[src/rtl/branch_pkg.sv]
// Shared encodings for the branch-resolution sequencer: branch kinds as
// decoded by main control, and the sequencer's FSM states.
package branch_pkg;

    localparam logic [1:0] BR_BNE = 2'b00;
    localparam logic [1:0] BR_BEQ = 2'b01;
    localparam logic [1:0] BR_BGT = 2'b10;
    localparam logic [1:0] BR_BLE = 2'b11;

    typedef enum logic [1:0] {
        ST_IDLE    = 2'b00,
        ST_COMPARE = 2'b01,
        ST_RESOLVE = 2'b10
    } state_t;

endpackage

[src/rtl/branch_comparator.sv]
// Combinational operand comparator. Both operands are sign-extended by one
// bit before subtracting, so the sign of the (WIDTH+1)-bit difference is
// always the true signed ordering, even for the most positive minus the
// most negative value.
module branch_comparator #(
    parameter int WIDTH = 32
) (
    input  logic [WIDTH-1:0] a,
    input  logic [WIDTH-1:0] b,
    output logic             eq,
    output logic             gt,
    output logic             lt
);

    logic [WIDTH:0] diff;

    // Wide difference plus flag derivation; exactly one flag is ever high.
    always_comb begin
        diff = {a[WIDTH-1], a} - {b[WIDTH-1], b};
        eq   = (diff == '0);
        lt   = diff[WIDTH];
        gt   = ~(diff == '0) & ~diff[WIDTH];
    end

endmodule

[src/rtl/branch_resolver.sv]
// Multicycle branch-resolution sequencer. A request is latched in IDLE,
// compared in COMPARE, and strobed to the PC write-enable logic for one
// cycle in RESOLVE. All outputs come from registers.
module branch_resolver #(
    parameter int WIDTH     = 32,
    parameter int CNT_WIDTH = 16
) (
    input  logic                 clk,
    input  logic                 reset,
    input  logic                 start,
    input  logic [1:0]           br_type,
    input  logic [WIDTH-1:0]     op_a,
    input  logic [WIDTH-1:0]     op_b,
    output logic [1:0]           pc_write_cond_mux,
    output logic                 not_zero_n,
    output logic                 zero,
    output logic                 maior,
    output logic                 menor,
    output logic                 igual,
    output logic                 pc_write_cond,
    output logic                 taken,
    output logic                 busy,
    output logic                 overrun,
    output logic [CNT_WIDTH-1:0] taken_count
);

    import branch_pkg::*;

    state_t           state;
    state_t           state_next;
    logic [1:0]       type_q;
    logic [WIDTH-1:0] a_q;
    logic [WIDTH-1:0] b_q;
    logic             cmp_eq;
    logic             cmp_gt;
    logic             cmp_lt;
    logic             taken_c;

    branch_comparator #(.WIDTH(WIDTH)) u_cmp (
        .a  (a_q),
        .b  (b_q),
        .eq (cmp_eq),
        .gt (cmp_gt),
        .lt (cmp_lt)
    );

    // FSM state register.
    always_ff @(posedge clk or posedge reset) begin
        if (reset) state <= ST_IDLE;
        else       state <= state_next;
    end

    // Next-state logic: one fixed pass IDLE -> COMPARE -> RESOLVE -> IDLE.
    always_comb begin
        state_next = state;
        case (state)
            ST_IDLE:    if (start) state_next = ST_COMPARE;
            ST_COMPARE: state_next = ST_RESOLVE;
            ST_RESOLVE: state_next = ST_IDLE;
            default:    state_next = ST_IDLE;
        endcase
    end

    // Branch outcome from the latched kind and the comparator flags.
    always_comb begin
        taken_c = 1'b0;
        case (type_q)
            BR_BNE:  taken_c = ~cmp_eq;
            BR_BEQ:  taken_c = cmp_eq;
            BR_BGT:  taken_c = cmp_gt;
            BR_BLE:  taken_c = cmp_lt | cmp_eq;
            default: taken_c = 1'b0;
        endcase
    end

    // Operand latches, flag registers, strobe, counter and sticky overrun.
    // Flags are captured on the COMPARE->RESOLVE edge so they are valid with
    // the strobe and then simply hold through IDLE.
    always_ff @(posedge clk or posedge reset) begin
        if (reset) begin
            type_q            <= '0;
            a_q               <= '0;
            b_q               <= '0;
            pc_write_cond_mux <= '0;
            not_zero_n        <= 1'b0;
            zero              <= 1'b0;
            maior             <= 1'b0;
            menor             <= 1'b0;
            igual             <= 1'b0;
            pc_write_cond     <= 1'b0;
            taken             <= 1'b0;
            overrun           <= 1'b0;
            taken_count       <= '0;
        end else begin
            if (state == ST_IDLE && start) begin
                type_q <= br_type;
                a_q    <= op_a;
                b_q    <= op_b;
            end
            if (state != ST_IDLE && start) begin
                overrun <= 1'b1;
            end
            if (state == ST_COMPARE) begin
                pc_write_cond_mux <= type_q;
                not_zero_n        <= cmp_eq;
                zero              <= cmp_eq;
                igual             <= cmp_eq;
                maior             <= cmp_gt;
                menor             <= cmp_lt;
                pc_write_cond     <= 1'b1;
                taken             <= taken_c;
                if (taken_c && taken_count != {CNT_WIDTH{1'b1}}) begin
                    taken_count <= taken_count + 1'b1;
                end
            end else begin
                pc_write_cond <= 1'b0;
                taken         <= 1'b0;
            end
        end
    end

    assign busy = (state != ST_IDLE);

endmodule

[config.mk]
export PLATFORM = sky130hd
export DESIGN_NAME = branch_resolver
export DESIGN_NICKNAME = d
export VERILOG_FILES = /design/src/rtl/branch_pkg.sv /design/src/rtl/branch_comparator.sv /design/src/rtl/branch_resolver.sv
export SDC_FILE = /design/constraint.sdc
export NUM_CORES = 1
export LEC_CHECK = 0
export ABC_AREA = 1
export CELL_PAD_IN_SITES_DETAIL_PLACEMENT = 0
export CELL_PAD_IN_SITES_GLOBAL_PLACEMENT = 1
export CORE_ASPECT_RATIO = 0.75
export CORE_MARGIN = 5
export CORE_UTILIZATION = 30
export DETAILED_ROUTE_END_ITERATION = 7
export PLACE_DENSITY_LB_ADDON = 0.1
export SYNTH_ARGS = -nofsm -noshare
export SYNTH_HDL_FRONTEND = slang
export SYNTH_SLANG_ARGS = --single-unit
[constraint.sdc]
create_clock -name clk -period 5.6 [get_ports clk]
set_input_delay 1.12 -clock clk [delete_from_list [all_inputs] [get_ports clk]]
set_output_delay 1.12 -clock clk [all_outputs]
set_load 0.02 [all_outputs]
* Word level (Yosys, flattened, before mapping)
Index checks and enable logic that the tools add are counted.
** Word-level totals
- Bits in registers :: 92
- Latch bits :: 0
- Bits in writable memories :: 0
- Memory bits (read-only) :: 0
- Input port bits :: 69
- Output and inout bits :: 27
- Word-level logic and storage cells :: 37
- Memories :: 0
** Cells by class
- $add $sub $neg :: 2
- $mul :: 0
- Divide/modulo/power cells :: 0
- Magnitude comparators :: 0
- Equality and inequality tests :: 6
- Shift operators :: 0
- Multiplexer cells :: 5
- Bitwise logic cells :: 4
- Reductions and logical operators :: 8
** Operators with widths (count)
- 33-bit logical NOT :: 1
- 32-bit by 32-bit subtractor with 33-bit output :: 1
- 16-bit by 1-bit adder with 16-bit output (second input constant) :: 1
- 16-bit != test (second input constant) :: 1
- 2-bit by 1-bit equality test with 1-bit output (second input constant) :: 2
- 2-bit equality test (second input constant) :: 2
- 2-bit logical NOT :: 2
- 1-bit case mux with 4 select lines :: 1
- 2-bit case mux with 2 select lines :: 1
- 1-bit logical AND :: 3
- 1-bit 2-to-1 mux :: 2
- 2-bit 2-to-1 mux :: 1
- 2-bit != test (second input constant) :: 1
- 1-bit inverter :: 2
- 2-bit AND reduction :: 1
- 2-bit nonzero test :: 1
- 1-bit bitwise AND :: 1
- 1-bit bitwise OR :: 1

* Longest topological paths before layout
Gate-level depths: netlist of the first run.
- Depth in word-level cells :: 7
- Mapped depth :: 25
- Depth with buffers taken out :: 24

* Hierarchy
Synthesis of the first run repeated with hierarchy kept, for this count alone.
** Second synthesis, totals
- Cell total of the unflattened synthesis :: 1142
- Area total of the unflattened synthesis :: 7106.8 um2
** By module, submodules not included
- branch_resolver :: instances 1, cells each 474, area an instance 3958.8 um2, sequential area each 2302.2 um2
- branch_comparator :: instances 1, cells each 668, area an instance 3148.0 um2, sequential area each 0.0 um2

* Worst setup path before layout of the first run
No wires, ideal clock.
- Path type :: reg2reg
- From :: register b_q[0]
- To :: register taken_count[0]
- Library setup time :: 119 ps
- Arrival :: 2566 ps
- Required time :: 5481 ps
- Path slack :: 2915 ps
- Cell stages (with the launch flop) :: 21
- Buffers on the path :: 1
- Clock period less this slack :: 2685 ps
- Cell sequence :: dfrtp_1 ha_1 fa_1 inv_1 nand3_1 nand3_1 nand3_1 nand3_1 nand2_1 nand2_1 nand2_1 nand3_2 xor2_4 inv_1 nand2_2 nand3_2 nand2_1 nor2_4 buf_6 nand3_1 nand2_1
** On the way
- Word-level cells in the longest chain between the ends :: 7
- Elaborated cells between the ends (all ways) :: 9
- Those cells by class :: add/sub (1); mux (1); bitwise (4); reduce/logical (3)
** RTL lines
- from (decl) :: line branch_resolver.sv:33 : logic [WIDTH-1:0] b_q;
- from (signal assigned) :: line branch_resolver.sv:98 : b_q <= op_b;
- 32-bit by 32-bit subtractor with 33-bit output (*) :: line branch_comparator.sv:19 : diff = {a[WIDTH-1], a} - {b[WIDTH-1], b};
- 33-bit logical NOT :: line branch_comparator.sv:20, branch_comparator.sv:22
- 1-bit inverter :: line branch_comparator.sv:22, branch_resolver.sv:68
- 1-bit bitwise AND :: line branch_comparator.sv:22 : gt = ~(diff == '0) & ~diff[WIDTH];
- 1-bit case mux with 4 select lines (*) :: line branch_resolver.sv:67 : case (type_q)
- 1-bit logical AND (*) :: line branch_resolver.sv:112 : if (taken_c && taken_count != {CNT_WIDTH{1'b1}}) begin
- 2-bit AND reduction (no line) (*)
- to (signal assigned) :: line branch_resolver.sv:113 : taken_count <= taken_count + 1'b1;
- to (decl) :: line branch_resolver.sv:24 : output logic [CNT_WIDTH-1:0] taken_count
Mark *: on every way between the ends. The rest lies on a longest branch, timed or not.
A chain may end at the register's enable or synchronous reset.

* Worst setup path in the final report of the first run
- From :: register b_q[0]
- To :: register taken_count[6]
Same word-level chain as after synthesis.

==> key figures, run 1 <==
Floorplan
  – Die ar.: 25200 um2
  – Starting Density: 30.3%
  – Die Height: 139 um
  – Width of the die: 182 um
  – Core Box Area: 21900 um2
  – FP Rows: 47
  – IO Pins: 96

Critical path
  – WP data required: 5.89 ns
  – Reg2reg end: taken_count[6]
  – Worst r2r src: b_q[0]
  – Worst setup path start: b_q[0]
  – CP Data Arrival Time: 3.51 ns
  – Setup CP Type: flop to flop
  – CP Launch Type: flop
  – Reg2Reg Setup Slack: 2.38 ns
  – Crit end category: flop
  – Worst reg-to-reg path cell count: 18
  – Setup crit end: taken_count[6]
  – CP Max Fanout: 17

Yosys
  – Simple-gate share of the synthesized area: 38.4%
  – Adder-cell share of the synthesized area: 6.52%
  – Syn avg cell area: 6.46 um2
  – Yosys warns: 0
  – Synthesized area: 6640 um2
  – Mux cell area share after synthesis: 0%
  – Net count after synthesis: 1131
  – Seq/Total Area, Yosys: 34.7%
  – Synth Area in Compound Gates: 4.85%
  – XOR/XNOR Fraction of Synth Area: 3.45%
  – Largest family of logic cells by synthesized area: simple AND/OR/NAND/NOR gates
  – FF+latch count, synth: 92
  – Synth Instances: 1028
  – Yosys cell types: 36

STA
  – Setup TNS: 0 ns
  – Slew HR: 27.1%
  – Final Hold Viols: 0
  – Fmax: 0.310 GHz
  – RSZ-0062 raised after global routing: no
  – Final Critical Period: 3.22 ns
  – Final Cycle Share: 57.6%
  – Worst-Margin Slew: 1.09 ns
  – Hold Slack: 0.454 ns
  – Finish-stage setup viols: 0
  – Worst Clk Skew: 0.0134 ns
  – Max Slew Vio Count: 0

Layout
  – Storage element area: 2300 um2
  – Synthesis-to-finish area growth: 23.2%
  – Multi-input gate area: 3540 um2
  – Nets: 1219
  – Final Instance Area: 8180 um2
  – Layout Utilization: 37.3%
  – Fill cell count: 2423
  – Ratio of cells with drive above 1 in the final layout: 4.73%

Global routing
  – Vias in the first global route: 6015
  – Pin count of the biggest net entering global routing: 103
  – First-pass GRT wire length: 32100 um
  – GRT Overall Usage: 15.7%
  – Antenna violations before repair: 1
  – Gr ovfl total: 0

Clocking
  – Clock root cell: clkbuf_16
  – H-tree depth: 3
  – Clock Latency Late Sink: 0.36 ns
  – CTS tree: done
  – Setup Buffers After CTS: 0
  – Gates resized, CTS repair: 0
  – TritonCTS Buffers: 9
  – CTS Buffer Depth: 2
  – Clock sink count: 92
  – Cts hold-fix bufs: 0
  – Clk slew on worst S/H paths: 0.08 ns

Drt
  – Drt pass-1 iters: 5
  – Vias/cell: 4.33
  – Post-DR wirelength/cell: 13.9 um
  – Routed Antenna Nets: 0
  – Routed WL: 19600 um
  – Vias: 6132
  – DRC Markers: 0
  – Violation count after the first detailed-route iteration: 327

Place
  – DP Wirelength: 15600 um
  – Final RePlAce weighted congestion: 0.810
  – Post-DP Area: 7880 um2
  – IO Port Bufs: 95

Power
  – Peak supply drop: 147 uV
  – Lkg Pwr: 0.00442 uW
  – Pwr/cell area: 424 nW/um2

Min path
  – Hold crit path type: flop to flop

Job
  – Maxcap violations: 0

Status
  – Status: complete, no violations
[cells in the final DEF, fill, tap and decap left out, drive strengths merged]
master / Yosys / layout
nand2: 445 / 445
inv: 186 / 190
clkdlybuf4s50: 0 / 95
dfrtp: 92 / 92
nor2: 72 / 72
nand3: 61 / 61
o21ai: 40 / 40
ha: 33 / 33
a21oi: 19 / 19
xor2: 17 / 17
nor3: 14 / 14
nand4: 11 / 11
clkbuf: 13 / 9
xnor2: 7 / 7
clkinv: 1 / 4
nor4: 3 / 3
and2: 2 / 2
o21bai: 2 / 2
buf: 7 / 2
diode: 0 / 1
and3: 1 / 1
o31ai: 1 / 1
fa: 1 / 1
[synthesized netlist by cell type]
cell type / count / share of area, %
dfrtp_1: 92 / 35
nand3_1: 58 / 4.4
nand4_2: 1 / 0.19
xnor2_1: 7 / 0.92
o31ai_1: 1 / 0.11
nor2_1: 66 / 3.7
nand3_2: 3 / 0.45
nand2_1: 433 / 24
nor2_2: 4 / 0.38
nor3_1: 9 / 0.68
xor2_1: 16 / 2.1
fa_1: 1 / 0.30
nand4_1: 9 / 0.85
nand2_4: 1 / 0.17
and2_1: 2 / 0.19
buf_1: 2 / 0.11
inv_1: 183 / 10
xor2_4: 1 / 0.41
o21bai_1: 2 / 0.23
clkinv_1: 1 / 0.057
ha_1: 33 / 6.2
nor4_1: 3 / 0.28
buf_4: 2 / 0.23
a21oi_2: 1 / 0.13
nand4_4: 1 / 0.32
clkbuf_1: 13 / 0.74
inv_2: 3 / 0.17
and3_1: 1 / 0.094
nor2_4: 2 / 0.34
buf_6: 2 / 0.34
buf_2: 1 / 0.075
nor3_2: 4 / 0.60
nor3_4: 1 / 0.25
a21oi_1: 18 / 1.4
o21ai_0: 40 / 3.0
nand2_2: 11 / 1.0
[cells by family (layout without fill, tap and decap cells)]
logic type	count (synthesis)	in the layout
buf+inv	207	300
xor+xnor	24	24
fa+ha+maj	34	34
compound gates	62	62
flops	92	92
simple gates	609	609
other cells	0	1
[stage by stage]
stage / setup WS (ns) / instances / total power [uW]
finish: 2.38 / 1416 / 3460
global route: 2.08 / 1415 / 3820
CTS: 2.35 / 1415 / 3510
detailed placement: 2.40 / 1399 / 2860
global placement: 2.47 / 1399 / 2860
floorplan: 2.09 / 1028 / 2280
[critical path, stage by stage, from the launching register on]
cell,delay [ns]
dfrtp_1,0.38
ha_1,0.21
fa_1,0.45
inv_1,0.13
nand3_1,0.07
nand3_1,0.16
nand3_1,0.10
nand3_1,0.17
nand2_1,0.11
nand2_1,0.13
nand2_1,0.08
nand3_2,0.10
xor2_4,0.22
nand2_4,0.09
nand3_2,0.10
nand2_1,0.09
nor2_4,0.35
nand3_1,0.13
nand2_1,0.08
[how the worst min path moves through the flow]
stage	start	endpoint	slack, ns	cells past startpoint
2_1_floorplan	state[1]	state[1]	0.42	1
3_3_place_gp	state[1]	state[1]	0.44	1
3_5_place_dp	state[1]	state[1]	0.44	1
4_1_cts	state[1]	state[1]	0.46	1
5_1_grt	state[1]	state[1]	0.49	1
6_report	state[1]	state[1]	0.45	1
[cell type report]
type                            count  share of cell area, %
Antenna cell                        1                 0.0306
Clock inverter                      7                  0.826
Timing Repair Buffer               97                   11.8
Tap cell                          294                   4.50
Sequential cell                    92                   28.2
Clock buffer                        9                   2.75
Multi-Input combinational cell    729                   43.3
Inverter                          187                   8.62
[flip-flops by register name, indices dropped and copies added, names as in the netlist]
| name | count |
|---|---|
| a_q | 32 |
| b_q | 32 |
| taken_count | 16 |
| pc_write_cond_mux | 2 |
| state | 2 |
| type_q | 2 |
| igual | 1 |
| maior | 1 |
| menor | 1 |
| overrun | 1 |
| pc_write_cond | 1 |
| taken | 1 |
[where the power goes]
| group | switching, uW | internal, uW | leakage (uW) |
|---|---|---|---|
| sequential | 76.8 | 805 | 0.00116 |
| clock | 313 | 314 | 0.000145 |
| combinational | 1290 | 662 | 0.00311 |
[layer usage]
layer | vias to the layer above | routed length [um] | track usage, %
met1 | 2734 | 11100 | 25.4
met5 | - | 13 | 0
met4 | 2 | 108 | 2.13
met3 | 9 | 1030 | 4.27
met2 | 107 | 7360 | 20.9
li1 | 3280 | - | -
Power figures use the tool's default switching activity.
==> run 2: changes to the inputs <==
Clock period 5.6 ns to 2.8 ns, I/O delays scaled along.
==> key figures, run 2 (same netlist as run 1, synthesis figures left out) <==
Min path
  – Hold crit path type: flop to flop (unchanged)

Floorplan
  – Width of the die: 182 um (unchanged)
  – IO Pins: 96 (unchanged)
  – Starting Density: 30.3% (unchanged)
  – FP Rows: 47 (unchanged)
  – Die ar.: 25200 um2 (unchanged)
  – Core Box Area: 21900 um2 (unchanged)
  – Die Height: 139 um (unchanged)

STA
  – Max Slew Vio Count: 0 (unchanged)
  – Setup TNS: -1.61 ns (was 0 ns)
  – Final Cycle Share: 104% (was 57.6%)
  – Final WS setup: -0.123 ns (was 2.38 ns)
  – RSZ-0062 raised after global routing: yes (was no)
  – Finish-stage setup viols: 17 (was 0)
  – Final Critical Period: 2.92 ns (was 3.22 ns)
  – Worst Clk Skew: 0.0135 ns (was 0.0134 ns)
  – Final Hold Viols: 0 (unchanged)
  – Worst-Margin Slew: 0.870 ns (was 1.09 ns)
  – Fmax: 0.342 GHz (was 0.310 GHz)
  – Hold Slack: 0.450 ns (was 0.454 ns)
  – Slew HR: 41.8% (was 27.1%)

Layout
  – Fin cells: 1504 (was 1416)
  – Synthesis-to-finish area growth: 42.3% (was 23.2%)
  – Regs by FF count: a_q (32), b_q (32), taken_count (16) (unchanged)
  – Nets: 1308 (was 1219)
  – Antenna Diode Count: 0 (was 1)
  – Highest-count cells in the layout ignoring fill and taps: 413 x nand2_1, 178 x inv_1, 95 x clkdlybuf4s50_1, 91 x dfrtp_1, 82 x buf_4 (was 433 x nand2_1, 182 x inv_1, 95 x clkdlybuf4s50_1, 92 x dfrtp_1, 65 x nor2_1)
  – Fill cell count: 2346 (was 2423)
  – Multi-input gate area: 4060 um2 (was 3540 um2)
  – Storage element area: 2300 um2 (about the same)
  – Ratio of cells with drive above 1 in the final layout: 18.7% (was 4.73%)
  – Commonest non-fill, non-tap cell in the layout: nand2_1 (unchanged)
  – Final Instance Area: 9440 um2 (was 8180 um2)

Clocking
  – CTS tree: done (unchanged)
  – Clock Latency Late Sink: 0.36 ns (about the same)
  – CTS Buffer Depth: 2 (unchanged)
  – H-tree depth: 3 (unchanged)
  – Clk slew on worst S/H paths: 0.08 ns (about the same)
  – Clock sink count: 92 (unchanged)
  – Clock root cell: clkbuf_16 (unchanged)
  – TritonCTS Buffers: 9 (unchanged)

Critical path
  – CP Data Arrival Time: 3.22 ns (was 3.51 ns)
  – WP buf/inv: 4 (was 1)
  – Cells along the critical path: ha_2, fa_2, inv_2, nand3_2, nand3_2, nand3_2, nand3_4, nand2_1, nand2_1, nand2_1, nand3_2, xor2_4, inv_2, nand2_4, buf_4, a21oi_4, nor2_4, clkbuf_16, nand3_2, nand2_1 (was ha_1, fa_1, inv_1, nand3_1, nand3_1, nand3_1, nand3_1, nand2_1, nand2_1, nand2_1, nand3_2, xor2_4, nand2_4, nand3_2, nand2_1, nor2_4, nand3_1, nand2_1)
  – CP Launch Type: flop (unchanged)
  – Slowest cell delay on critical path: 0.39 ns (was 0.45 ns)
  – Crit end category: flop (unchanged)
  – Crit path max-delay cell type: dfrtp_1 (was fa_1)
  – Most used cell, CP: nand3_2
  – Setup CP Type: flop to flop (unchanged)
  – CP Max Fanout: 8 (was 17)
  – Crit-path leading delay family: simple AND/OR/NAND/NOR gates (unchanged)
  – WP data required: 3.10 ns (was 5.89 ns)

Global routing
  – Antenna violations before repair: 0 (was 1)
  – Pin count of the biggest net entering global routing: 103 (unchanged)
  – Vias in the first global route: 6448 (was 6015)
  – GRT Overall Usage: 16.8% (was 15.7%)
  – First-pass GRT wire length: 34200 um (was 32100 um)
  – Gr ovfl total: 0 (unchanged)

Power
  – Peak supply drop: 306 uV (was 147 uV)
  – Lkg Pwr: 0.00492 uW (was 0.00442 uW)
  – Pwr/cell area: 903 nW/um2 (was 424 nW/um2)

Drt
  – Vias/cell: 4.33 (about the same)
  – Drt pass-1 iters: 5 (unchanged)
  – Vias: 6509 (was 6132)
  – Post-DR wirelength/cell: 13.9 um (about the same)
  – Violation count after the first detailed-route iteration: 368 (was 327)
  – Routed Antenna Nets: 0 (unchanged)
  – Routed WL: 20900 um (was 19600 um)
  – DRC Markers: 0 (unchanged)

Status
  – Status: complete, but fails checks (was complete, no violations)
  – Violated checks: negative setup slack

Job
  – Maxcap violations: 0 (unchanged)

Place
  – DP Wirelength: 16300 um (was 15600 um)
  – Dpl ws: -0.322 ns (was 2.40 ns)
  – Post-DP Area: 8480 um2 (was 7880 um2)
  – Final RePlAce weighted congestion: 0.849 (was 0.810)
  – IO Port Bufs: 95 (unchanged)
  – Post-Place Cells: 1473 (was 1399)
run 2: cell count changes in the layout (fill, tap and decap cells not counted), moves of 11 or more:
cell     before  now
nand3_2       3   14
nand2_1     433  413
nand2_2      11   22
ha_1         33   12
nor2_1       65   51
nand3_1      58   45
ha_4          0   15
buf_4         2   82
run 2: where the power goes:
part | leakage [uW] | switching [uW] | total [uW] | internal [uW]
clock | 0.000145 | 644 | 1270 | 628
sequential | 0.00116 | 190 | 1800 | 1610
combinational | 0.00362 | 3090 | 5450 | 2360
total | 0.00492 | 3920 | 8520 | 4600
run 2: per-layer routing:
metal	wire length, um	vias up	GRT usage, %
met5	0	-	0
li1	-	3476	-
met4	160	0	3.08
met3	652	10	2.83
met2	8140	91	23.0
met1	11900	2932	27.3
run 2: worst paths after layout:
path,startpoint,end,slack [ns],depth (start not counted)
max in group asynchronous,reset,taken_count[3],1.73,3
worst min-delay path,state[1],state[1],0.45,1
worst max register to register,b_q[0],taken_count[12],-0.12,20
min in group asynchronous,reset,overrun,0.53,2
worst min register to register,state[1],state[1],0.45,1
worst max-delay path,b_q[0],taken_count[12],-0.12,20
run 2: area by class of cell:
type,count,area share (%)
Timing Repair Buffer,185,18.2
Clock inverter,7,0.716
Multi-Input combinational cell,730,43.0
Clock buffer,9,2.39
Sequential cell,92,24.4
Tap cell,294,3.90
Inverter,187,7.47
run 2: timing repair:
item / 4_1_cts / 5_1_grt
pin swaps: 10 / 9
hold buffers: 0 / 0
gates resized for setup: 54 / 58
setup endpoints to repair: 17 / 18
buffers inserted: 9 / 4
cloned: 1 / 1
run 2: worst reg2reg max path, cell delays in order (launching register included):
cell       delay, ns
dfrtp_1         0.39
ha_2            0.21
fa_2            0.39
inv_2           0.09
nand3_2         0.07
nand3_2         0.10
nand3_2         0.10
nand3_4         0.10
nand2_1         0.07
nand2_1         0.08
nand2_1         0.08
nand3_2         0.11
xor2_4          0.23
inv_2           0.08
nand2_4         0.09
buf_4           0.13
a21oi_4         0.06
nor2_4          0.16
clkbuf_16       0.19
nand3_2         0.05
nand2_1         0.07
run 2: per-stage QoR:
| step | power (uW) | utilization, % |
|---|---|---|
| 5_1_grt | 9290 | 43.0 |
| 6_report | 8520 | 43.0 |
| 2_1_floorplan | 4570 | - |
| 3_5_place_dp | 6330 | 38.6 |
| 4_1_cts | 8190 | 41.6 |
| 3_3_place_gp | 6350 | 38.6 |
==> run 3: changes to the inputs <==
Settings changed: CTS_CLUSTER_SIZE set to 10.
==> results of run 3 <==
No change in the layout: final DEF, timing and power equal those of run 2.
